<file path="src/rtl/cpstr_pkg.sv">
// Constants and state encoding shared by the control-port escaper and unescaper.
package cpstr_pkg;
  localparam logic [7:0] ESC_CHAR_DEF = 8'd27;

  typedef enum logic {
    ST_NORMAL  = 1'b0,
    ST_PENDING = 1'b1
  } state_e;
endpackage

</file>
<file path="src/rtl/cpstr_obuf.sv">
// One-entry ready/valid register stage. An entry that drains and loads in the
// same cycle stays full and takes the new byte, which keeps one byte per cycle.
module cpstr_obuf (
  input  logic       clk,
  input  logic       rst_n,
  input  logic       load,
  input  logic [7:0] load_data,
  output logic [7:0] out_data,
  output logic       out_valid,
  input  logic       out_ready,
  output logic       free
);
  logic       full_q, full_d;
  logic [7:0] data_q, data_d;

  always_comb begin
    free   = !full_q || out_ready;
    full_d = full_q && !out_ready;
    data_d = data_q;
    if (load) begin
      full_d = 1'b1;
      data_d = load_data;
    end
  end

  always_ff @(posedge clk or negedge rst_n) begin
    if (!rst_n) begin
      full_q <= 1'b0;
      data_q <= 8'd0;
    end else begin
      full_q <= full_d;
      data_q <= data_d;
    end
  end

  assign out_data  = data_q;
  assign out_valid = full_q;
endmodule

</file>
<file path="src/rtl/cpstr_unesc.sv">
// Control-port stream unescaper: doubled ESC_CHAR goes to main as one byte,
// the byte after a lone ESC_CHAR goes to the esc stream.
module cpstr_unesc
  import cpstr_pkg::*;
#(
  parameter logic [7:0] ESC_CHAR = ESC_CHAR_DEF
) (
  input  logic       i_clk,
  input  logic       i_rst_n,
  input  logic [7:0] i_data,
  input  logic       i_valid,
  output logic       o_ready,
  output logic [7:0] o_data,
  output logic       o_valid,
  input  logic       i_ready,
  output logic [7:0] o_esc_data,
  output logic       o_esc_valid,
  input  logic       i_esc_ready,
  output logic       o_esc_pending
);
  state_e state_q, state_d;
  logic   is_esc, main_free, esc_free, main_load, esc_load;

  assign is_esc = (i_data == ESC_CHAR);

  // o_ready is a function of byte, state and downstream space only; i_valid
  // merely qualifies the accept.
  always_comb begin
    state_d   = state_q;
    o_ready   = 1'b0;
    main_load = 1'b0;
    esc_load  = 1'b0;
    case (state_q)
      ST_NORMAL: begin
        if (is_esc) begin
          o_ready = 1'b1;
          if (i_valid) state_d = ST_PENDING;
        end else begin
          o_ready   = main_free;
          main_load = i_valid && main_free;
        end
      end
      default: begin
        if (is_esc) begin
          o_ready   = main_free;
          main_load = i_valid && main_free;
          if (main_load) state_d = ST_NORMAL;
        end else begin
          o_ready  = esc_free;
          esc_load = i_valid && esc_free;
          if (esc_load) state_d = ST_NORMAL;
        end
      end
    endcase
  end

  always_ff @(posedge i_clk or negedge i_rst_n) begin
    if (!i_rst_n) state_q <= ST_NORMAL;
    else          state_q <= state_d;
  end

  assign o_esc_pending = (state_q == ST_PENDING);

  cpstr_obuf u_main (
    .clk       (i_clk),
    .rst_n     (i_rst_n),
    .load      (main_load),
    .load_data (i_data),
    .out_data  (o_data),
    .out_valid (o_valid),
    .out_ready (i_ready),
    .free      (main_free)
  );

  cpstr_obuf u_esc (
    .clk       (i_clk),
    .rst_n     (i_rst_n),
    .load      (esc_load),
    .load_data (i_data),
    .out_data  (o_esc_data),
    .out_valid (o_esc_valid),
    .out_ready (i_esc_ready),
    .free      (esc_free)
  );
endmodule

</file>
<file path="config.mk">
export PLATFORM = sky130hd
export DESIGN_NAME = cpstr_unesc
export DESIGN_NICKNAME = d
export VERILOG_FILES = /design/src/rtl/cpstr_pkg.sv /design/src/rtl/cpstr_obuf.sv /design/src/rtl/cpstr_unesc.sv
export SDC_FILE = /design/constraint.sdc
export NUM_CORES = 1
export LEC_CHECK = 0
export BUFFER_PORTS_ARGS = -buffer_cell sky130_fd_sc_hd__buf_2
export CAP_MARGIN = 0
export CORE_ASPECT_RATIO = 1.4
export CORE_MARGIN = 3
export CORE_UTILIZATION = 42
export DETAILED_ROUTE_END_ITERATION = 16
export HOLD_SLACK_MARGIN = 0.02
export PLACE_DENSITY = 0.73
export SLEW_MARGIN = 20
export SYNTH_ARGS = -nofsm -noshare
export SYNTH_HDL_FRONTEND = slang
export SYNTH_HIERARCHICAL = 1
export SYNTH_SLANG_ARGS = --single-unit
</file>
<file path="constraint.sdc">
create_clock -name i_clk -period 1.4 [get_ports i_clk]
set_clock_uncertainty 0.15 [all_clocks]
set_input_delay 0.28 -clock i_clk [delete_from_list [all_inputs] [get_ports i_clk]]
set_output_delay 0.28 -clock i_clk [all_outputs]
set_load 0.05 [all_outputs]
</file>
==> results of run 1 <==
==> placed cells by master, fill, tap and decap left out, types with 2 or more instances in the layout <==
cell / instances
sky130_fd_sc_hd__mux2_4: 16
sky130_fd_sc_hd__a211oi_4: 3
sky130_fd_sc_hd__buf_4: 15
sky130_fd_sc_hd__and4bb_4: 2
sky130_fd_sc_hd__dfrtp_1: 16
sky130_fd_sc_hd__buf_2: 21
sky130_fd_sc_hd__dfrtp_2: 3
sky130_fd_sc_hd__clkbuf_4: 11
sky130_fd_sc_hd__nand2b_4: 3
sky130_fd_sc_hd__buf_6: 10
==> power by group through the flow <==
| stage | Clock [mW] | Combinational, mW | Sequential [mW] |
|---|---|---|---|
| after CTS | 0.282 | 0.577 | 0.661 |
| final | 0.273 | 0.596 | 0.660 |
| after global placement | 0 | 0.548 | 0.667 |
| after floorplan | 0 | 0.156 | 0.919 |
| after detailed placement | 0 | 0.554 | 0.671 |
| after global routing | 0.311 | 0.619 | 0.670 |
==> cell type report <==
class	count	area (um2)	share of cell area
flip-flops and latches	19	479.2	0.3438
clock buffers	3	22.52	0.01616
inverters	1	6.256	0.004488
repair buffers	55	400.4	0.2873
clock inverters	1	5.005	0.003591
multi-input cells	35	454.2	0.3259
well taps	21	26.28	0.01885
==> cells by family after synthesis <==
logic type	after synthesis	synth area share
flops	19	0.5390
buf+inv	3	0.02978
compound gates	5	0.04821
mux	16	0.2723
simple gates	14	0.1106
==> registers in the layout, indices dropped and copies added, names as in the netlist <==
signal	count
o_esc_pending	1
u_esc/out_data	8
u_main/out_valid	1
u_main/out_data	8
u_esc/out_valid	1
==> what timing repair did <==
| action | CTS | global route |
|---|---|---|
| setup endpoints to repair | 19 | 30 |
| setup buffers | 6 | 3 |
| hold buffers | 1 | 0 |
| resized for setup | 17 | 12 |
| pin swaps | 4 | 3 |
| hold endpoints to repair | 19 | 0 |
==> critical path, stage by stage, from the launching register on <==
cell and delay, ps:
sky130_fd_sc_hd__dfrtp_2 450, sky130_fd_sc_hd__inv_4 100, sky130_fd_sc_hd__a211oi_4 50, sky130_fd_sc_hd__a211oi_4 220, sky130_fd_sc_hd__buf_6 190
==> through the flow <==
step           setup WS, ps  TNS [ps]  power (mW)  instances
2_1_floorplan        -279.9     -3603       1.075         57
3_3_place_gp         -409.1     -6644       1.215        121
3_5_place_dp         -449.8     -7486       1.225        121
4_1_cts              -327.7     -4429       1.519        132
5_1_grt              -385.0     -5413       1.600        135
6_report             -330.9     -4670       1.529        135
==> routing by layer <==
layer	global-route usage	share of wire	up-vias	routed length [um]
li1	-	-	317	-
met1	0.2098	0.36	342	791
met2	0.2977	0.57	21	1246
met3	0.03313	0.054	4	117
met4	0.09052	0.0083	0	18
met5	0	0	-	0
==> final timing paths <==
check / to / depth (start not counted)
min in group asynchronous: u_main/out_data[0] / 2
max in group asynchronous: u_main/out_valid / 2
worst max register to register: u_main/out_data[5] / 6
worst max-delay path: o_ready / 4
worst min register to register: u_esc/out_data[7] / 1
worst min-delay path: u_main/out_data[0] / 2
==> out/metrics.cfg, run 1 <==
[sta]
slew_violations=0
worst_hold_slack_ps=89.48
timing.fmax_ghz=0.5777
grt_setup_unrepaired=true
tightestPinTransition_ps=422.4
period_utilization_post_route=1.236
timing.final.ws_setup_ps=-330.9
final_hold_viol_count=0
maxSlewHeadroom=0.7184
final.min_clock_period_ps=1731
timing.final.setup_violations=20

[clock_network]
cts_tree=yes
cts.root.buffer_cell=sky130_fd_sc_hd__clkbuf_4
cts_htree_levels=1
cts.clk_slew.worst_paths_ps=110
clockBufferDepth=2
cts_num_sinks=19
clk_latency_ps=290
clock_buffers_created_by_tritoncts=3

[worst_setup_path]
critPathLaunchType=flop
timing.reg2reg.setup_slack_ps=-290
worst_setup_path_end_kind=output port
timing.critical_path.from=o_esc_pending
cp_data_arrival_time_ps=1300
regToRegStartpoint=o_esc_pending
critical_path_required_ps=970
timing.critical_path.fanout_max=5
setup.worst_path.class=flop to output port

[run]
timing.max_cap.violations=0

[power_and_ir_drop]
leakagePower_nw=0.6975
share_clk_of_total_power=0.178
power.switching_mw=0.5785
net_sw_frac=0.3784
internal_pwr_total_mw=0.9503
power_frac_comb=0.390
peak_supply_drop_mv=0.5741
power_per_cell_area_nw_per_um2=1097
seq_power_share=0.432

[synthesis]
post_synth_instance_area_um2=882.1
synthTopCellsByArea=sky130_fd_sc_hd__dfrtp_1 (54%), sky130_fd_sc_hd__mux2_4 (27%), sky130_fd_sc_hd__nand2b_1 (2.8%), sky130_fd_sc_hd__buf_6 (2.6%), sky130_fd_sc_hd__and4bb_4 (1.8%)
number_of_distinct_standard_cells_referenced_by_the_synthesized_netlist=16
synth-main-ff-cell=sky130_fd_sc_hd__dfrtp_1
ys_async_sr_fraction=1.000
synth-seq-area-share=0.5390
yosysWarningCount=6
netlist_instances=57
synth_edf_count=0
synth_most_common_cell=sky130_fd_sc_hd__dfrtp_1
synth_nets=70
synth_seq_cells=19
synth.avg_cell_area_um2=15.48
synth_top_area_frac=0.5390
synth_top_cells_by_count=sky130_fd_sc_hd__dfrtp_1 (19), sky130_fd_sc_hd__mux2_4 (16), sky130_fd_sc_hd__nand2b_1 (4)
largest_area_contributor_in_the_synthesized_netlist=sky130_fd_sc_hd__dfrtp_1

[die]
design.portCount=33
initial_core_util=0.4471
floorplan.die.width_um=44.73
chipHeight_um=60.23
area_of_the_die_um2=2694
fp.coreArea_um2=1973
std_cell_rows=19

[min_path]
hp-start=i_data[0]
timing.hold.worst.class=input pin to flop

[cells_and_area]
final_nets=128
layout-area-overhead-vs-synth_pct=58.01
drive_above_1_share=0.7895
num_antenna_cells=0
fin_util=0.7064
final_cell_area_um2=1394
num-fill-cells=138

[global_route]
number_of_antenna_violations_at_the_first_check_in_global_routing=0
maximum_number_of_pins_on_one_net_before_global_route_repair=20
global_route.usage.total=0.1772
global_route.overflow_total=0
grt_pass1_vias=695
wire_length_of_the_first_global_routing_pass_mm=3.381

[drt]
firstDrtPassIters=4
wire_per_inst_um=16.10
viasPerCell=5.067
drtIter0Drc=9
route.antenna.remaining_nets=0
num_vias=684
drt_wl_total_mm=2.174
post-route-drc-count=0

[run_status]
status=finished, violations left
violated_checks=negative setup slack

[place]
place.gp.congestion=0.6925
numPortBuffers=32
dp_hpwl_mm=1.453
dpl_cell_area_um2=1187

(Power assumes the default switching activity.)
==> run 2, diff against run 1 <==
- TNS_END_PERCENT: default -> 5
==> run 2 against run 1 <==
The flow still finishes with violations (negative setup slack). Hold slack better by 3.0 ps. Die area unchanged. Cell count decreased by 7.4%. Global-route usage shrank 2.5 points. Worst setup slack worse by 97 ps. Wire length down 15%. Clock power fell by 2%. Register-to-register slack gained 20 ps. Critical endpoint unchanged. Highest routed layer is now met3.
==> out/metrics.cfg, run 2 (synthesis results as in run 1) <==
[clock_network]
postCtsSetupRepairBufs=0
cts.clk_slew.worst_paths_ps=100
cts_num_sinks=19
cts_htree_levels=1
clockBufferDepth=2
cts_tree=yes
cts.root.buffer_cell=sky130_fd_sc_hd__clkbuf_4
clk_latency_ps=290
clock_buffers_created_by_tritoncts=3

[sta]
final.min_clock_period_ps=1828
grt_setup_unrepaired=true
setup_tns_ps=-3601
period_utilization_post_route=1.306
timing.final.ws_setup_ps=-428.2
slew_violations=0
maxSlewHeadroom=0.7221
timing.fmax_ghz=0.5470
tightestPinTransition_ps=416.9
timing.final.setup_violations=19
final_hold_viol_count=0

[cells_and_area]
mostFrequentLayoutCell=sky130_fd_sc_hd__buf_2
seq_area_um2=479.2
finish.cell_count_without_fillers=125
drive_above_1_share=0.7308
final_cell_area_um2=1260
num_antenna_cells=0
final_nets=118
multi_input_area_um2=421.7
layout-area-overhead-vs-synth_pct=42.84
num-fill-cells=163
layout.cells.most_common_list=sky130_fd_sc_hd__buf_2 (24), sky130_fd_sc_hd__mux2_4 (16), sky130_fd_sc_hd__dfrtp_1 (16)

[place]
numPortBuffers=32
dp_worst_setup_slack_ps=-761.5
placed_cells=120
dpl_cell_area_um2=1177
dp_hpwl_mm=1.418
place.gp.congestion=0.6966

[run_status]
status=finished, violations left
violated_checks=negative setup slack

[drt]
viasPerCell=5.152
drt_wl_total_mm=1.852
wire_per_inst_um=14.82
num_vias=644
firstDrtPassIters=4
drtIter0Drc=9
post-route-drc-count=0
route.antenna.remaining_nets=0

[worst_setup_path]
crit_chain=buf_6 -> inv_4 -> buf_4 -> a211oi_4 -> a211oi_4 -> buf_6
r2r_end=u_main/out_data[4]
critPathLaunchType=flop
critical_path.n_buffers_inverters=4
timing.reg2reg.setup_slack_ps=-270
timing.critical_path.fanout_max=4
cp_peak_stage_delay_ps=420
r2r.worst_path.cells=6
setup.worst_path.class=flop to output port
cp_data_arrival_time_ps=1400
regToRegStartpoint=o_esc_pending
path_delay_family=buffers and inverters
critical_path_required_ps=970
worst_setup_path_end_kind=output port
critical_path.slowest_cell=sky130_fd_sc_hd__dfrtp_2

[power_and_ir_drop]
design_power_total_mw=1.499
peak_supply_drop_mv=0.5654
net_sw_frac=0.3732
leakagePower_nw=0.6310
power_frac_comb=0.380
power.switching_mw=0.5592
share_clk_of_total_power=0.179
power_per_cell_area_nw_per_um2=1189
internal_pwr_total_mw=0.9393
seq_power_share=0.441

[die]
area_of_the_die_um2=2694
std_cell_rows=19
chipHeight_um=60.23
design.portCount=33
fp.coreArea_um2=1973
initial_core_util=0.4471
floorplan.die.width_um=44.73

[min_path]
hp-start=i_data[6]
timing.hold.worst.class=input pin to flop
hold_path_depth=2
hold_end=u_esc/out_data[6]

[run]
timing.max_cap.violations=0

[global_route]
global_route.usage.total=0.1526
wire_length_of_the_first_global_routing_pass_mm=3.049
maximum_number_of_pins_on_one_net_before_global_route_repair=20
number_of_antenna_violations_at_the_first_check_in_global_routing=0
global_route.overflow_total=0
grt_pass1_vias=680

[run 2: changes by cell type in the layout (fill, tap and decap cells not counted), sizes merged]
cell / delta
clkinv: -1
clkbuf: -1
buf: -8
[run 2: metal layers]
metal / track usage / part of all wire / up-vias
met2: 0.2690 / 0.54 / 24
met5: 0 / 0 / -
met4: 0.06466 / 0 / 0
met3: 0.009036 / 0.047 / 0
met1: 0.1866 / 0.41 / 320
li1: - / - / 300
[run 2: worst reg2reg max path: stages (launching register included)]
cell	delay (ps)
sky130_fd_sc_hd__dfrtp_2	420
sky130_fd_sc_hd__buf_6	130
sky130_fd_sc_hd__inv_4	60
sky130_fd_sc_hd__a21oi_1	40
sky130_fd_sc_hd__and4b_2	320
sky130_fd_sc_hd__buf_12	150
sky130_fd_sc_hd__mux2_4	300
[run 2: stage by stage]
step                      hold WS [ps]  utilization
after floorplan                 -165.6            -
after global placement           83.78       0.5967
after detailed placement         89.53       0.5967
after CTS                        83.78       0.6297
after global routing             88.42       0.6386
final                            92.44       0.6386
[run 2: worst max-delay path by stage]
stage | start | end | slack (ps) | depth (start not counted)
final | o_esc_pending | o_ready | -430 | 6
after global routing | o_esc_pending | o_ready | -490 | 6
after CTS | o_esc_pending | o_ready | -440 | 6
after detailed placement | i_data[2] | u_esc/out_data[0] | -760 | 5
after global placement | i_data[6] | u_esc/out_data[0] | -690 | 5
after floorplan | i_data[2] | o_ready | -280 | 3
[run 2: layout make-up]
class | instances | share of cell area
Sequential cell | 19 | 0.3803
Multi-Input combinational cell | 35 | 0.3347
Timing Repair Buffer | 45 | 0.2383
Clock buffer | 4 | 0.02085
Tap cell | 21 | 0.02085
Inverter | 1 | 0.004965
[run 2: power groups by stage]
stage / Sequential, mW / Combinational [mW] / Clock, mW
after floorplan: 0.919 / 0.150 / 0
after global placement: 0.667 / 0.546 / 0
after detailed placement: 0.672 / 0.552 / 0
after CTS: 0.661 / 0.561 / 0.281
after global routing: 0.671 / 0.596 / 0.309
final: 0.661 / 0.570 / 0.268
[run 2: what timing repair did]
action	4_1_cts	5_1_grt
hold buffers	1	0
hold endpoints to repair	19	0
gates resized for setup	8	8
setup endpoints to repair	20	26
pin swaps	2	0
